<file path="src/rtl/track_recorder_pkg.sv">
// Shared definitions for the note-track recorder: FSM encoding, track geometry
// and the saturating note counter helper.
package track_recorder_pkg;

  localparam int TRACK_DEPTH   = 128;
  localparam int TRACK_ADDR_W  = 7;
  localparam int LANES_DEFAULT = 4;
  localparam int LEN_W         = 8;
  localparam int NOTES_W       = 10;

  typedef enum logic [2:0] {
    ST_IDLE,
    ST_ARM,
    ST_RECORD,
    ST_FLUSH,
    ST_DONE
  } rec_state_e;

  // Note total sticks at its maximum instead of wrapping.
  function automatic logic [NOTES_W-1:0] notes_sat_add(input logic [NOTES_W-1:0] total,
                                                       input logic [LEN_W-1:0]   inc);
    logic [NOTES_W:0] sum;
    sum = {1'b0, total} + {{(NOTES_W + 1 - LEN_W){1'b0}}, inc};
    return sum[NOTES_W] ? {NOTES_W{1'b1}} : sum[NOTES_W-1:0];
  endfunction

endpackage

</file>
<file path="src/rtl/track_recorder_lane_edge_capture.sv">
// Per-lane key front end: 2-flop synchronizer, optional debouncer
// (RECORD_DEBOUNCE_EN), and a one-cycle rising-edge pulse.
module lane_edge_capture #(
  parameter int LANES           = 4,
  parameter int DEBOUNCE_CYCLES = 16
) (
  input  logic             clk_i,
  input  logic             rst_ni,
  input  logic [LANES-1:0] keys_i,
  output logic [LANES-1:0] rise_o
);

  logic [LANES-1:0] sync1_q;
  logic [LANES-1:0] sync2_q;
  logic [LANES-1:0] prev_q;
  logic [LANES-1:0] level;

  always_ff @(posedge clk_i) begin
    if (!rst_ni) begin
      sync1_q <= '0;
      sync2_q <= '0;
      prev_q  <= '0;
    end else begin
      sync1_q <= keys_i;
      sync2_q <= sync1_q;
      prev_q  <= level;
    end
  end

`ifdef RECORD_DEBOUNCE_EN
  localparam int CNT_W = $clog2(DEBOUNCE_CYCLES + 1);

  // The filtered level flips only after DEBOUNCE_CYCLES consecutive disagreeing samples.
  for (genvar gi = 0; gi < LANES; gi++) begin : g_debounce
    logic [CNT_W-1:0] cnt_q;
    logic             stable_q;

    always_ff @(posedge clk_i) begin
      if (!rst_ni) begin
        cnt_q    <= '0;
        stable_q <= 1'b0;
      end else if (sync2_q[gi] == stable_q) begin
        cnt_q <= '0;
      end else if (cnt_q == CNT_W'(DEBOUNCE_CYCLES - 1)) begin
        cnt_q    <= '0;
        stable_q <= sync2_q[gi];
      end else begin
        cnt_q <= cnt_q + 1'b1;
      end
    end

    assign level[gi] = stable_q;
  end
`else
  assign level = sync2_q;
`endif

  assign rise_o = level & ~prev_q;

endmodule

</file>
<file path="src/rtl/track_recorder.sv">
// Records lane key presses into the 128-slot note track, one lane bitmap per
// beat tick. Define RECORD_DEBOUNCE_EN to add per-lane input debouncing.
module track_recorder
  import track_recorder_pkg::*;
#(
  parameter int LANES           = LANES_DEFAULT,
  parameter int DEBOUNCE_CYCLES = 16
) (
  input  logic                    INPUTCLOCK,
  input  logic                    reset_n,
  input  logic [LANES-1:0]        keys,
  input  logic                    tick,
  input  logic                    start,
  input  logic                    stop,
  output logic                    wr_en,
  output logic [TRACK_ADDR_W-1:0] wr_addr,
  output logic [LANES-1:0]        wr_data,
  output logic                    busy,
  output logic                    done,
  output logic                    full,
  output logic [LEN_W-1:0]        length,
  output logic [NOTES_W-1:0]      notes
);

  localparam logic [TRACK_ADDR_W-1:0] LAST_SLOT = TRACK_ADDR_W'(TRACK_DEPTH - 1);

  rec_state_e              state_q, state_d;
  logic [LANES-1:0]        rise;
  logic [LANES-1:0]        slot_bits;
  logic [LANES-1:0]        acc_q, acc_d;
  logic [TRACK_ADDR_W-1:0] ptr_q, ptr_d;
  logic                    wr_en_q, wr_en_d;
  logic [TRACK_ADDR_W-1:0] wr_addr_q, wr_addr_d;
  logic [LANES-1:0]        wr_data_q, wr_data_d;
  logic                    busy_q, busy_d;
  logic                    done_q, done_d;
  logic                    full_q, full_d;
  logic [LEN_W-1:0]        length_q, length_d;
  logic [NOTES_W-1:0]      notes_q, notes_d;
  logic [LEN_W-1:0]        pop;
  logic                    commit;

  lane_edge_capture #(
    .LANES           (LANES),
    .DEBOUNCE_CYCLES (DEBOUNCE_CYCLES)
  ) u_capture (
    .clk_i  (INPUTCLOCK),
    .rst_ni (reset_n),
    .keys_i (keys),
    .rise_o (rise)
  );

  // An edge arriving in the same cycle as the tick still belongs to the slot.
  assign slot_bits = acc_q | rise;

  always_comb begin
    pop = '0;
    for (int i = 0; i < LANES; i++) begin
      pop = pop + LEN_W'(slot_bits[i]);
    end
  end

  always_comb begin
    state_d   = state_q;
    acc_d     = acc_q | rise;
    ptr_d     = ptr_q;
    wr_en_d   = 1'b0;
    wr_addr_d = wr_addr_q;
    wr_data_d = wr_data_q;
    full_d    = full_q;
    length_d  = length_q;
    notes_d   = notes_q;
    commit    = 1'b0;

    unique case (state_q)
      ST_IDLE, ST_DONE: begin
        if (start) begin
          state_d  = ST_ARM;
          acc_d    = '0;
          ptr_d    = '0;
          length_d = '0;
          notes_d  = '0;
          full_d   = 1'b0;
        end
      end
      ST_ARM: begin
        if (stop) begin
          state_d = ST_DONE;
        end else if (tick) begin
          acc_d   = '0;
          state_d = ST_RECORD;
        end
      end
      ST_RECORD: begin
        if (tick) begin
          commit  = 1'b1;
          state_d = (stop || ptr_q == LAST_SLOT) ? ST_DONE : ST_RECORD;
        end else if (stop) begin
          // The partial slot is written right away; FLUSH is the write's visible cycle.
          commit  = 1'b1;
          state_d = ST_FLUSH;
        end
      end
      ST_FLUSH: state_d = ST_DONE;
      default:  state_d = ST_IDLE;
    endcase

    if (commit) begin
      wr_en_d   = 1'b1;
      wr_addr_d = ptr_q;
      wr_data_d = slot_bits;
      ptr_d     = ptr_q + 1'b1;
      length_d  = length_q + 1'b1;
      notes_d   = notes_sat_add(notes_q, pop);
      acc_d     = '0;
      if (ptr_q == LAST_SLOT) begin
        full_d = 1'b1;
      end
    end

    busy_d = (state_d == ST_ARM) || (state_d == ST_RECORD) || (state_d == ST_FLUSH);
    done_d = (state_d == ST_DONE);
  end

  always_ff @(posedge INPUTCLOCK) begin
    if (!reset_n) begin
      state_q   <= ST_IDLE;
      acc_q     <= '0;
      ptr_q     <= '0;
      wr_en_q   <= 1'b0;
      wr_addr_q <= '0;
      wr_data_q <= '0;
      busy_q    <= 1'b0;
      done_q    <= 1'b0;
      full_q    <= 1'b0;
      length_q  <= '0;
      notes_q   <= '0;
    end else begin
      state_q   <= state_d;
      acc_q     <= acc_d;
      ptr_q     <= ptr_d;
      wr_en_q   <= wr_en_d;
      wr_addr_q <= wr_addr_d;
      wr_data_q <= wr_data_d;
      busy_q    <= busy_d;
      done_q    <= done_d;
      full_q    <= full_d;
      length_q  <= length_d;
      notes_q   <= notes_d;
    end
  end

  assign wr_en   = wr_en_q;
  assign wr_addr = wr_addr_q;
  assign wr_data = wr_data_q;
  assign busy    = busy_q;
  assign done    = done_q;
  assign full    = full_q;
  assign length  = length_q;
  assign notes   = notes_q;

endmodule

</file>
<file path="config.mk">
export PLATFORM = sky130hd
export DESIGN_NAME = track_recorder
export DESIGN_NICKNAME = d
export VERILOG_FILES = /design/src/rtl/track_recorder_pkg.sv /design/src/rtl/track_recorder_lane_edge_capture.sv /design/src/rtl/track_recorder.sv
export SDC_FILE = /design/constraint.sdc
export NUM_CORES = 1
export LEC_CHECK = 0
export BUFFER_PORTS_ARGS = -buffer_cell sky130_fd_sc_hd__buf_2
export CAP_MARGIN = 15
export CORE_MARGIN = 4
export CORE_UTILIZATION = 50
export DETAILED_ROUTE_END_ITERATION = 16
export PLACE_DENSITY_LB_ADDON = 0.1
export SLEW_MARGIN = 20
export SYNTH_ARGS = -nofsm -noshare
export SYNTH_HDL_FRONTEND = slang
export SYNTH_SLANG_ARGS = --single-unit
</file>
<file path="constraint.sdc">
create_clock -name INPUTCLOCK -period 7.6 [get_ports INPUTCLOCK]
set_clock_uncertainty 0.2 [all_clocks]
set_input_delay 0.38 -clock INPUTCLOCK [delete_from_list [all_inputs] [get_ports INPUTCLOCK]]
set_output_delay 0.38 -clock INPUTCLOCK [all_outputs]
set_load 0.005 [all_outputs]
</file>
After elaboration in Yosys (flattened, before gate mapping)
Index checks and enable logic that the tools add are counted.
{"block": "word_totals", "rom_bits": 0, "elab_cells": 71, "register_bits": 59, "ram_bits": 0, "latch_bits": 0, "out_inout_bits": 33, "mem_count": 0, "input_bits": 9}
{"block": "classes", "n_mux": 29, "n_addsub": 6, "reduce_logical": 9, "div_mod_pow": 0, "eq_ne": 9, "shift": 0, "n_bitwise": 4, "mul": 0, "order_cmp": 0}
{"op": "$mux W10", "count": 4}
{"op": "$mux W8", "count": 3}
{"op": "$mux W7", "count": 3}
{"op": "$mux W3", "count": 6}
{"op": "$eq A3 B2 Y1 const B", "count": 4}
{"op": "$mux W4", "count": 3}
{"op": "$pmux W3 S4", "count": 1}
{"op": "$add A10 B4 Y11", "count": 1}
{"op": "$add A8 B1 Y8 const B", "count": 1}
{"op": "$mux W1", "count": 8}
{"op": "$pmux W4 S2", "count": 1}
{"op": "$add A7 B1 Y7 const B", "count": 1}
{"op": "$eq A7 B7 Y1 const B", "count": 1}
{"op": "$eq A3 B1 Y1 const B", "count": 2}
{"op": "$eq A3 B3 Y1 const B", "count": 2}
{"op": "$add A3 B1 Y4", "count": 1}
{"op": "$and A4 B4 Y4", "count": 1}
{"op": "$not A4 Y4", "count": 1}
{"op": "$or A4 B4 Y4", "count": 1}
{"op": "$reduce_bool A2 Y1", "count": 2}
{"op": "$reduce_or A2 Y1", "count": 2}
{"op": "$add A2 B1 Y3", "count": 1}
{"op": "$logic_not A3 Y1", "count": 1}
{"op": "$logic_or A1 B1 Y1", "count": 3}
{"op": "other kinds (3)", "count": 3}

Depth between registers and ports, before layout
Gate-level depths: netlist (run 1).
{"block": "logic_depth", "word_depth": 9, "mapped_depth": 10, "mapped_depth_nobuf": 10}

Hierarchy
Synthesis (run 1) repeated with hierarchy kept, for this count alone.
{"block": "hier_totals", "hier_cells": 288, "area_unflattened_um2": 2560.0}
{"module": "track_recorder", "cells_per_inst": 259, "area_each_um2": 2198.4, "instances": 1, "seq_area_each_um2": 940.9}
{"module": "lane_edge_capture", "cells_per_inst": 29, "area_each_um2": 361.6, "instances": 1, "seq_area_each_um2": 240.2}

Worst setup path before layout (run 1)
Ideal clock, no wire load.
{"block": "synth_timing", "path_type": "flip-flop to flip-flop", "start": "register notes_q[0] (netlist: notes[0])", "end": "register notes_q[7] (netlist: notes[7])", "stages_incl_launch_ff": 10, "t_required_ns": 7.278, "arrival_time_ns": 2.485, "setup_time_ns": 0.122, "path_slack_ns": 4.793, "period_less_slack_ns": 2.807, "path_buffers": 0, "path_cell_list": "dfxtp_1 -> inv_1 -> fa_1 -> inv_1 -> fa_1 -> fa_1 -> nand3_1 -> or3_1 -> o21ai_0 -> a221o_1"}
{"block": "synth_via", "elab_chain_cells": 3}
{"element": "from (decl)", "line_no": "track_recorder.sv:39", "source": "logic [NOTES_W-1:0] notes_q, notes_d;"}
{"element": "from (signal assigned)", "line_no": "track_recorder.sv:149", "source": "notes_q <= notes_d;"}
{"element": "$add A10 B4 Y11", "line_no": "track_recorder_pkg.sv:23", "source": "sum = {1'b0, total} + {{(NOTES_W + 1 - LEN_W){1'b0}}, inc};"}
{"element": "$mux W10", "line_no": "track_recorder_pkg.sv:24", "source": "return sum[NOTES_W] ? {NOTES_W{1'b1}} : sum[NOTES_W-1:0];"}
{"element": "$mux W10", "line_no": "track_recorder.sv:108", "source": "if (commit) begin"}
Every way passes these cells.
A chain may end at the register's enable or synchronous reset.

Worst setup path in the final report (run 1)
{"block": "layout_timing", "start": "register u_capture.prev_q[2]", "end": "register notes_q[7] (netlist: notes[7])"}
{"block": "layout_via", "elab_chain_cells": 8}
{"element": "from (decl)", "line_no": "track_recorder_lane_edge_capture.sv:15", "source": "logic [LANES-1:0] prev_q;"}
{"element": "from (signal assigned)", "line_no": "track_recorder_lane_edge_capture.sv:26", "source": "prev_q <= level;"}
{"element": "$not A4 Y4", "line_no": "track_recorder_lane_edge_capture.sv:58", "source": "assign rise_o = level & ~prev_q;"}
{"element": "$and A4 B4 Y4", "line_no": "track_recorder_lane_edge_capture.sv:58"}
{"element": "$or A4 B4 Y4", "line_no": "track_recorder.sv:54", "source": "assign slot_bits = acc_q | rise;"}
{"element": "$add A2 B1 Y3", "line_no": "track_recorder.sv:59", "source": "pop = pop + LEN_W'(slot_bits[i]);"}
{"element": "$add A3 B1 Y4", "line_no": "track_recorder.sv:59"}
{"element": "$add A10 B4 Y11", "line_no": "track_recorder_pkg.sv:23"}
{"element": "$mux W10", "line_no": "track_recorder_pkg.sv:24"}
{"element": "$mux W10", "line_no": "track_recorder.sv:108"}
Every way passes these cells.

==> results of run 1 <==
power groups by stage:
stage	sequential, mW	combinational, mW	clock, mW
finish	0.318	0.0378	0.277
global route	0.319	0.0428	0.297
CTS	0.318	0.0382	0.285
detailed placement	0.325	0.0379	0
global placement	0.325	0.0378	0
floorplan	0.324	0.0285	0
synthesized netlist by cell type, types with 5 or more instances:
library cell,n
o21ai_0,10
a21oi_1,16
clkbuf_1,9
and2_1,14
a211oi_1,5
nand2_1,29
buf_2,5
nand3_1,8
o211a_1,5
nor2_1,22
nor3_1,13
and3_1,5
dfxtp_1,59
a22o_1,8
inv_1,10
cells in the final DEF (no fill, tap or decap), types with 3 or more instances in the layout:
master / instances
dfxtp_1: 59
buf_2: 41
nand2_1: 29
nor2_1: 22
a21oi_1: 16
and2_1: 14
nor3_1: 13
inv_1: 10
o21ai_0: 10
clkbuf_8: 9
nand3_1: 8
a22o_1: 8
a211oi_1: 5
and3_1: 5
o211a_1: 5
nand4_1: 4
o41ai_1: 4
a21o_1: 3
nand2b_1: 3
a31oi_1: 3
o2bb2ai_1: 3
fa_1: 3
ha_1: 3
clkinv_2: 3
per-layer routing:
metal	vias to the layer above	global-route usage (%)	share of wire, %
li1	1049	-	-
met1	952	24.8	49
met2	43	29.4	44
met3	8	5.85	5.2
met4	0	10.7	1.7
met5	-	0	0
cells by family after synthesis:
logic type / share of synthesized area [%]
AO/OA/AOI/OAI: 19.4
XOR/XNOR: 0.710
adder cells (fa/ha/maj): 3.96
buffers and inverters: 4.36
flip-flops: 47.9
multiplexers: 0.812
AND/OR/NAND/NOR: 22.9
final cells by class:
class / count / area (µm²) / area share, %
tap: 67 / 83.8 / 2.91
sequential: 59 / 1180 / 40.9
timing repair buffer: 42 / 213 / 7.37
clock inverter: 7 / 68.8 / 2.39
multi-input combinational: 190 / 1180 / 40.8
inverter: 10 / 37.5 / 1.30
clock buffer: 9 / 124 / 4.29
through the flow:
step	util, %	worst slack (ns)
2_1_floorplan	-	4.79
3_3_place_gp	56.6	4.68
6_report	60.7	4.60
3_5_place_dp	56.6	4.64
5_1_grt	60.7	4.41
4_1_cts	60.7	4.61
final timing paths:
path	cells after the start	slack [ns]	end	start
setup / recovery	10	4.60	notes[7]$_SDFFE_PN0P_	u_capture.prev_q[2]$_SDFF_PN0_
hold / removal	2	0.04	u_capture.sync1_q[0]$_SDFF_PN0_	keys[0]
setup reg to reg	10	4.60	notes[7]$_SDFFE_PN0P_	u_capture.prev_q[2]$_SDFF_PN0_
hold reg to reg	1	0.23	u_capture.level[3]$_SDFF_PN0_	u_capture.sync1_q[3]$_SDFF_PN0_
sequential cells by signal, indices dropped and copies added, names as in the netlist, 4 cells and up:
name,cells
acc_q,4
length,8
notes,10
ptr_q,7
u_capture.level,4
u_capture.prev_q,4
u_capture.sync1_q,4
wr_addr,7
wr_data,4
critical path: stages (launching register included):
cell	delay (ns)
dfxtp_1	0.31
inv_1	0.05
a21oi_1	0.11
fa_1	0.52
inv_1	0.05
fa_1	0.40
fa_1	0.44
nand3_1	0.26
or3_1	0.19
o21ai_0	0.08
a221o_1	0.29
==> run_results.csv, run 1 <==
group,metric,value,unit
status,status,"complete, no violations",
critical_path,cp.required,7.63,ns
synthesis,synth_ff_type,"dfxtp_1",
synthesis,synthTopCellsByArea,"dfxtp_1 (48%), nand2_1 (4.4%), and2_1 (3.6%), nor2_1 (3.3%), a21oi_1 (3.2%)",
grt,gr-total-overflow,0,
power_and_ir_drop,power.share.sequential,50.3,%
finish,drive_gt1_share,19.9,%
placed_design,dp_hpwl,3.65,mm
placed_design,io_buffer_count,41,
placed_design,gp_congestion,0.842,
critical_path,crit_fanout,8,
routing,postRouteAntennaNets,0,
synthesis,ys_seq_area_share,47.9,%
synthesis,syn_nets,289,
timing,fin_setup_tns,0,ns
power_and_ir_drop,vdd_drop_max,160,µV
routing,vias,2052,
synthesis,yosysWarnings,0,
finish,syn_to_final_growth,17.0,%
routing,viasPerCell,5.34,
clocking,ctsHtreeMaxLevel,3,
grt,antenna_found_initial,0,
timing,rsz0062_at_grt,"no",
critical_path,end_kind,"flip-flop",
grt,grt_pass1_wl,9.23,mm
routing,finalWirelength,5.41,mm
die,start_util,51.9,%
synthesis,synthArstFlopShare,0,%
synthesis,synth.avg_cell_area,9.00,µm²
timing,period_needed,3.00,ns
routing,drtIter0Drc,136,
clocking,clkSinkCount,59,
timing,slew_violations,0,
clocking,postCtsSetupRepairBufs,0,
power_and_ir_drop,power_frac_comb,6.0,%
critical_path,setup.worst_path.start_class,"flip-flop",
clocking,numCtsBuffers,9,
synthesis,synth_cells,274,
die,rows,25,
placed_design,placedCellCount,368,
power_and_ir_drop,p_sw,0.154,mW
routing,wl_per_cell,14.1,µm
critical_path,worst-setup-path-type,"reg2reg",
clocking,cts_resized,0,
power_and_ir_drop,switching_share,24.3,%
power_and_ir_drop,power_frac_clock,43.7,%
timing,setup_viol,0,
synthesis,yosys_register_bits,59,
timing,max_slew_margin,49.6,%
timing,report.final.hold_viol_count,0,
clocking,root_buffer,"clkbuf_8",
finish,antenna_cells,0,
critical_path,cp_data_arrival_time,3.03,ns
grt,grt_pass1_vias,1917,
timing,worstMarginPinSlew,0.754,ns
synthesis,yosys.area.top_type,"dfxtp_1",
finish,final_area,2890,µm²
clocking,ctsHoldBuffers,0,
finish,fillers,458,
grt,grt_usage,19.5,%
synthesis,synth_top_area_share,47.9,%
power_and_ir_drop,pwr_density_cell,219,nW/µm²
die,io_pins,42,
power_and_ir_drop,finalPower,0.633,mW
routing,remaining_drc_errors,0,
die,die_width,78.2,µm
clocking,cts_tree,"done",
die,fp.dieArea,6120,µm²
synthesis,yosys.cell_types.count,49,
finish,nets,327,
min_path,min_path_type,"in2reg",
power_and_ir_drop,power_leakage,1.26,nW
clocking,path_clk_slew,0.07,ns
flow_run,cap_violations,0,
synthesis,synth_edf_count,0,
timing,post-route-period-util,39.5,%
clocking,clkLatencyLatePin,0.34,ns
die,core_area,4750,µm²
timing,clock.fmax,333,MHz
grt,grt_max_degree,25,
timing,hold_slack,0.0416,ns
placed_design,dpl_cell_area,2690,µm²
routing,dr.pass1.iters,4,
die,die_y,78.2,µm
power_and_ir_drop,p_int,0.479,mW
clocking,clockBufferDepth,2,
finish,final_cells,384,
synthesis,syn_area,2470,µm²
(Power assumes the default switching activity.)
==> run 2, diff against run 1 <==
Clock period 7.6 ns to 2.65 ns, I/O delays scaled along.
==> run 2 against run 1 <==
Effect of this change:
- critical path depth did not move
- critical endpoint unchanged
- sequential share of layout area fell by 2.3 points
- highest routed layer unchanged
- non-clock buffer count rose by 14
- worst setup slack got worse by 4.6 ns
- register-to-register slack got worse by 4.6 ns
- design area rose by 6.1%
- sequential power rose to 2.9 times the previous value
- largest cell class is now multi-input combinational cells
==> run_results.csv, run 2 (synthesis gave the netlist of run 1 again) <==
group,metric,value,unit
status,status,"complete, no violations",
grt,grt_usage,19.9,%
placed_design,placedCellCount,375,
power_and_ir_drop,power_leakage,1.36,nW
power_and_ir_drop,p_sw,0.431,mW
routing,postRouteAntennaNets,0,
clocking,cts_tree,"done",
finish,fin_util,64.4,%
timing,clock.fmax,379,MHz
power_and_ir_drop,switching_share,23.4,%
critical_path,worst-setup-path-type,"reg2reg",
clocking,root_buffer,"clkbuf_8",
power_and_ir_drop,vdd_drop_max,420,µV
die,die_y,78.2,µm
routing,remaining_drc_errors,0,
grt,grt_max_degree,25,
timing,slew_violations,0,
routing,viasPerCell,5.33,
finish,final_cells,398,
clocking,path_clk_slew,0.06,ns
placed_design,dp_hpwl,3.77,mm
clocking,clockBufferDepth,2,
finish,final_common_cell,"dfxtp_1",
timing,setup_viol,0,
critical_path,setup.worst_path.start_class,"flip-flop",
grt,antenna_found_initial,0,
routing,wl_per_cell,14.3,µm
finish,syn_to_final_growth,24.2,%
critical_path,max_stage_delay,0.47,ns
finish,nets,341,
die,io_pins,42,
clocking,clkSinkCount,59,
timing,rsz0062_at_grt,"yes",
critical_path,cp_data_arrival_time,2.66,ns
routing,finalWirelength,5.70,mm
power_and_ir_drop,pwr_density_cell,601,nW/µm²
placed_design,gp_congestion,0.788,
die,start_util,51.9,%
power_and_ir_drop,p_int,1.41,mW
clocking,numCtsBuffers,9,
critical_path,crit_fanout,3,
die,fp.dieArea,6120,µm²
placed_design,io_buffer_count,41,
clocking,ctsHtreeMaxLevel,3,
die,core_area,4750,µm²
min_path,min_path_type,"in2reg",
timing,max_slew_margin,52.3,%
finish,antenna_cells,0,
timing,report.final.hold_viol_count,0,
finish,layout_common_cells,"dfxtp_1 (57), buf_2 (41), nand2_1 (29)",
routing,vias,2121,
finish,drive_gt1_share,25.1,%
grt,grt_pass1_vias,1996,
grt,grt_pass1_wl,9.45,mm
routing,dr.pass1.iters,4,
power_and_ir_drop,power_frac_comb,6.8,%
routing,drtIter0Drc,166,
die,rows,25,
timing,period_needed,2.64,ns
critical_path,cp_slowest_cell,"fa_1",
power_and_ir_drop,power.share.sequential,49.7,%
critical_path,end_kind,"flip-flop",
timing,post-route-period-util,99.5,%
die,die_width,78.2,µm
finish,largest_reg_flops,10,
critical_path,crit_chain,"inv_1, a21oi_2, fa_1, inv_1, fa_2, fa_2, nand3_4, or3_4, o21ai_1, a221o_1",
clocking,clkLatencyLatePin,0.34,ns
grt,gr-total-overflow,0,
flow_run,cap_violations,0,
power_and_ir_drop,power_frac_clock,43.5,%
timing,worstMarginPinSlew,0.710,ns
critical_path,cp.required,2.67,ns
## run 2: changes by cell type in the layout (fill, tap and decap cells not counted), moves of 3 or more
cell	before	now
a21oi_2	0	3
buf_4	1	9
dlygate4sd3_1	0	5
a21oi_1	16	13
## run 2: cell type report
cell class	count	area (µm²)
fillers	434	1690
multi-input cells	190	1230
flip-flops and latches	59	1180
repair buffers	56	334
clock buffers	10	138
well taps	67	83.8
clock inverters	6	55.1
inverters	10	37.5
## run 2: power by group through the flow
| stage | Combinational [mW] | Clock (mW) | Sequential [mW] |
|---|---|---|---|
| floorplan | 0.0830 | 0 | 0.930 |
| detailed placement | 0.116 | 0 | 0.933 |
| global placement | 0.116 | 0 | 0.933 |
| global route | 0.140 | 0.859 | 0.915 |
| CTS | 0.122 | 0.812 | 0.913 |
| finish | 0.125 | 0.800 | 0.914 |
## run 2: worst paths after layout
check | from | endpoint | slack (ns) | cells past startpoint
min | reset_n | busy$_SDFF_PN0_ | 0.03 | 2
max reg2reg | u_capture.prev_q[0]$_SDFF_PN0_ | notes[7]$_SDFFE_PN0P_ | 0.01 | 10
min reg2reg | u_capture.sync1_q[2]$_SDFF_PN0_ | u_capture.level[2]$_SDFF_PN0_ | 0.23 | 1
max | u_capture.prev_q[0]$_SDFF_PN0_ | notes[7]$_SDFFE_PN0P_ | 0.01 | 10
## run 2: stage by stage
| step | power [mW] | setup TNS (ns) | hold WS [ns] | setup slack [ns] | instance area, µm² |
|---|---|---|---|---|---|
| global route | 1.91 | -0.464 | 0.0431 | -0.104 | 3060 |
| detailed placement | 1.05 | -0.101 | 0.144 | -0.0394 | 2760 |
| floorplan | 1.01 | 0 | 0.0598 | 0.00453 | 2480 |
| finish | 1.84 | 0 | 0.0347 | 0.0130 | 3060 |
| CTS | 1.85 | 0 | 0.0340 | 0.00293 | 3020 |
| global placement | 1.05 | -0.000633 | 0.142 | -0.000633 | 2760 |
## run 2: critical path, delay by kind of cell (launching register included)
family / cells / cell delay, ns
and+or+nand+nor: 2 / 0.23
buffers and inverters: 2 / 0.12
adders and majority gates: 3 / 1.25
AOI/OAI and AO/OA: 3 / 0.41
DFF: 1 / 0.30
## run 2: metal layers
metal / global-route usage, % / vias to the layer above / share of wire (%)
met2: 31.5 / 53 / 47
met5: 0 / - / 0
met4: 9.44 / 0 / 0.76
li1: - / 1071 / -
met1: 25.3 / 992 / 47
met3: 5.39 / 5 / 5.2
## run 2: what timing repair did
| action | 4_1_cts | 5_1_grt |
|---|---|---|
| cloned | 0 | 0 |
| resized for setup | 1 | 11 |
| hold buffers | 5 | 0 |
| setup endpoints to repair | 6 | 10 |
| pin swaps | 1 | 7 |
| buffers inserted | 1 | 1 |
| hold endpoints to repair | 6 | 0 |
==> run 3, diff against run 2 <==
Settings changed: ABC_AREA set to 1, REMOVE_ABC_BUFFERS set to 1.
==> run 3 against run 2 <==
Effect of this change:
- non-clock buffer count down 1
- global-route usage shrank 0.92 points
- worst setup slack improved by 0.043 ns
- power fell by 7.9%
==> run_results.csv, run 3 <==
group,metric,value,unit
timing,rsz0062_at_grt,"yes",
die,start_util,52.9,%
routing,drtIter0Drc,117,
critical_path,cp_data_arrival_time,2.63,ns
min_path,hold_path_end,"done$_SDFF_PN0_",
synthesis,synth.avg_cell_area,7.61,µm²
timing,setup_viol,0,
synthesis,yosysMostFrequentCell,"nand2_1",
critical_path,crit_chain,"inv_1, fa_1, inv_2, fa_2, fa_2, nand2_2, buf_6, nor3_4, nand2_2, nand3_2, nand2_1, nand2_1",
critical_path,end_kind,"flip-flop",
timing,post-route-period-util,97.9,%
critical_path,cp_num_buf_inv,3,
placed_design,dp_hpwl,3.84,mm
synthesis,yosys.cell_types.count,36,
synthesis,ys_seq_area_share,46.3,%
critical_path,crit_family,"adder cells",
clocking,ctsHtreeMaxLevel,3,
die,rows,25,
grt,antenna_found_initial,0,
power_and_ir_drop,pwr_density_cell,542,nW/µm²
critical_path,r2r-end,"notes[5]$_SDFFE_PN0P_",
synthesis,synth_top_area_share,46.3,%
routing,dr.pass1.iters,4,
power_and_ir_drop,vdd_drop_max,345,µV
die,die_y,79.4,µm
synthesis,syn_area,2550,µm²
placed_design,gp_congestion,0.827,
placed_design,io_buffer_count,41,
finish,nets,408,
min_path,hold_depth,5,
critical_path,cp_slowest_cell,"fa_1",
die,io_pins,42,
critical_path,worst-setup-path-type,"reg2reg",
finish,syn_to_final_growth,22.6,%
routing,vias,2275,
timing,max_slew_margin,77.6,%
grt,grt_pass1_vias,2113,
grt,globalRouteMet3Util,5.87,%
grt,grt_usage,19.0,%
synthesis,synth_ff_type,"dfxtp_1",
synthesis,yosys_register_bits,59,
critical_path,rrSetupSlack,0.06,ns
grt,busiest_layer,"met2",
synthesis,yosysWarnings,0,
timing,clock.fmax,386,MHz
die,die_width,79.4,µm
critical_path,setup.worst_path.start_class,"flip-flop",
clocking,clockBufferDepth,2,
routing,wl_per_cell,11.9,µm
timing,slew_violations,0,
finish,antenna_cells,0,
timing,worstMarginPinSlew,0.337,ns
finish,largest_reg_flops,10,
critical_path,cp.required,2.68,ns
timing,report.final.hold_viol_count,0,
synthesis,synth_cells,335,
min_path,hp-start,"tick",
critical_path,reg2reg_from,"notes[0]$_SDFFE_PN0P_",
clocking,numCtsBuffers,9,
die,fp.dieArea,6300,µm²
critical_path,r2r_cells,12,
finish,drive_gt1_share,24.6,%
synthesis,synthArstFlopShare,0,%
grt,met2_usage,31.5,%
power_and_ir_drop,power_leakage,1.51,nW
synthesis,synth_edf_count,0,
synthesis,ys_top_cells_by_count,"nand2_1 (79), dfxtp_1 (59), inv_1 (43)",
grt,grt_max_degree,22,
min_path,min_path_type,"in2reg",
grt,gr-total-overflow,0,
flow_run,cap_violations,0,
status,status,"complete, no violations",
timing,hold_slack,0.0114,ns
critical_path,crit_fanout,3,
grt,grtUsageMet1,22.2,%
synthesis,synthTopCellsByArea,"dfxtp_1 (46%), nand2_1 (12%), inv_1 (6.3%), nand3_1 (5.9%), nor2_1 (4.3%)",
clocking,clkLatencyLatePin,0.33,ns
die,core_area,4820,µm²
timing,period_needed,2.59,ns
routing,finalWirelength,5.53,mm
critical_path,max_stage_delay,0.55,ns
routing,postRouteAntennaNets,0,
clocking,root_buffer,"clkbuf_8",
clocking,cts_tree,"done",
power_and_ir_drop,finalPower,1.69,mW
routing,viasPerCell,4.89,
finish,final_common_cell,"nand2_1",
clocking,path_clk_slew,0.07,ns
finish,layout_common_cells,"nand2_1 (76), dfxtp_1 (57), inv_1 (42)",
clocking,clkSinkCount,59,
routing,remaining_drc_errors,0,
synthesis,yosys.area.top_type,"dfxtp_1",
grt,grt_pass1_wl,9.35,mm
==> run 3: cell count changes in the layout (fill, tap and decap cells not counted), moves of 7 or more <==
cell and change:
a22o_1 -7, and2_1 -14, inv_1 +32, nand2_1 +47
nand3_1 +20, nor3_1 -11, o21ai_1 +15
==> run 3: cell families (layout without fill, tap and decap cells) <==
group                      count (synthesis)  in the layout  share of synthesized area (%)
xor gates and xnor gates                   2              2                          0.687
and+or+nand+nor                          158            158                           28.8
buffers and inverters                     57            120                           9.23
adders and majority gates                  6              6                           3.83
DFF                                       59             59                           46.3
AOI/OAI and AO/OA                         53             53                           11.1
==> run 3: worst reg2reg max path: cells and delay by family, from the launching register on <==
family / cells / cell delay [ns]
flip-flops: 1 / 0.32
buffers and inverters: 3 / 0.21
adder cells (fa/ha/maj): 3 / 1.33
AND/OR/NAND/NOR: 6 / 0.43
==> run 3: power by group <==
group | internal, mW | total [mW] | switching (mW)
Clock | 0.330 | 0.676 | 0.346
Combinational | 0.0408 | 0.111 | 0.0698
Sequential | 0.902 | 0.908 | 0.00598
Total | 1.27 | 1.69 | 0.422
==> run 3: layout make-up <==
type	count	area [µm²]
multi-input combinational	219	1180
fill	465	1690
inverter	49	186
clock inverter	6	32.5
sequential	59	1180
clock buffer	10	128
timing repair buffer	55	333
tap	67	83.8
==> run 3: layer usage <==
metal | wire (µm) | vias to the layer above | share of wire, %
met5 | 0 | - | 0
met4 | 122 | 0 | 2.2
met3 | 313 | 13 | 5.7
met2 | 2640 | 54 | 48
met1 | 2450 | 1017 | 44
li1 | - | 1191 | -
==> run 3: how the worst max path moves through the flow <==
stage                              startpoint                     to  slack [ns]  depth (start not counted)
6_report                notes[0]$_SDFFE_PN0P_  notes[5]$_SDFFE_PN0P_        0.06                         12
5_1_grt        u_capture.prev_q[2]$_SDFF_PN0_  notes[2]$_SDFFE_PN0P_       -0.08                         12
4_1_cts         u_capture.level[2]$_SDFF_PN0_  notes[0]$_SDFFE_PN0P_       0.001                         11
3_5_place_dp    u_capture.level[2]$_SDFF_PN0_  notes[0]$_SDFFE_PN0P_       -0.08                         11
3_3_place_gp   u_capture.prev_q[2]$_SDFF_PN0_  notes[0]$_SDFFE_PN0P_       0.002                         12
2_1_floorplan           notes[0]$_SDFFE_PN0P_  notes[0]$_SDFFE_PN0P_        0.05                         11
==> run 3: timing repair <==
item,4_1_cts,5_1_grt
pin swaps,0,8
gates resized for setup,2,17
endpoints found under the setup margin,7,9
hold buffers,6,0
endpoints found under the hold margin,11,0
buffers inserted,0,3
==> run 3: stage by stage <==
| step | std cells | util [%] | setup slack [ns] | setup TNS [ns] | area (µm²) |
|---|---|---|---|---|---|
| global route | 465 | 64.9 | -0.0817 | -0.337 | 3130 |
| detailed placement | 440 | 58.7 | -0.0791 | -0.244 | 2830 |
| CTS | 462 | 63.4 | 0.00144 | 0 | 3050 |
| finish | 465 | 64.9 | 0.0560 | 0 | 3130 |
| global placement | 440 | 58.7 | 0.00190 | 0 | 2830 |
| floorplan | 327 | - | 0.0524 | 0 | 2500 |
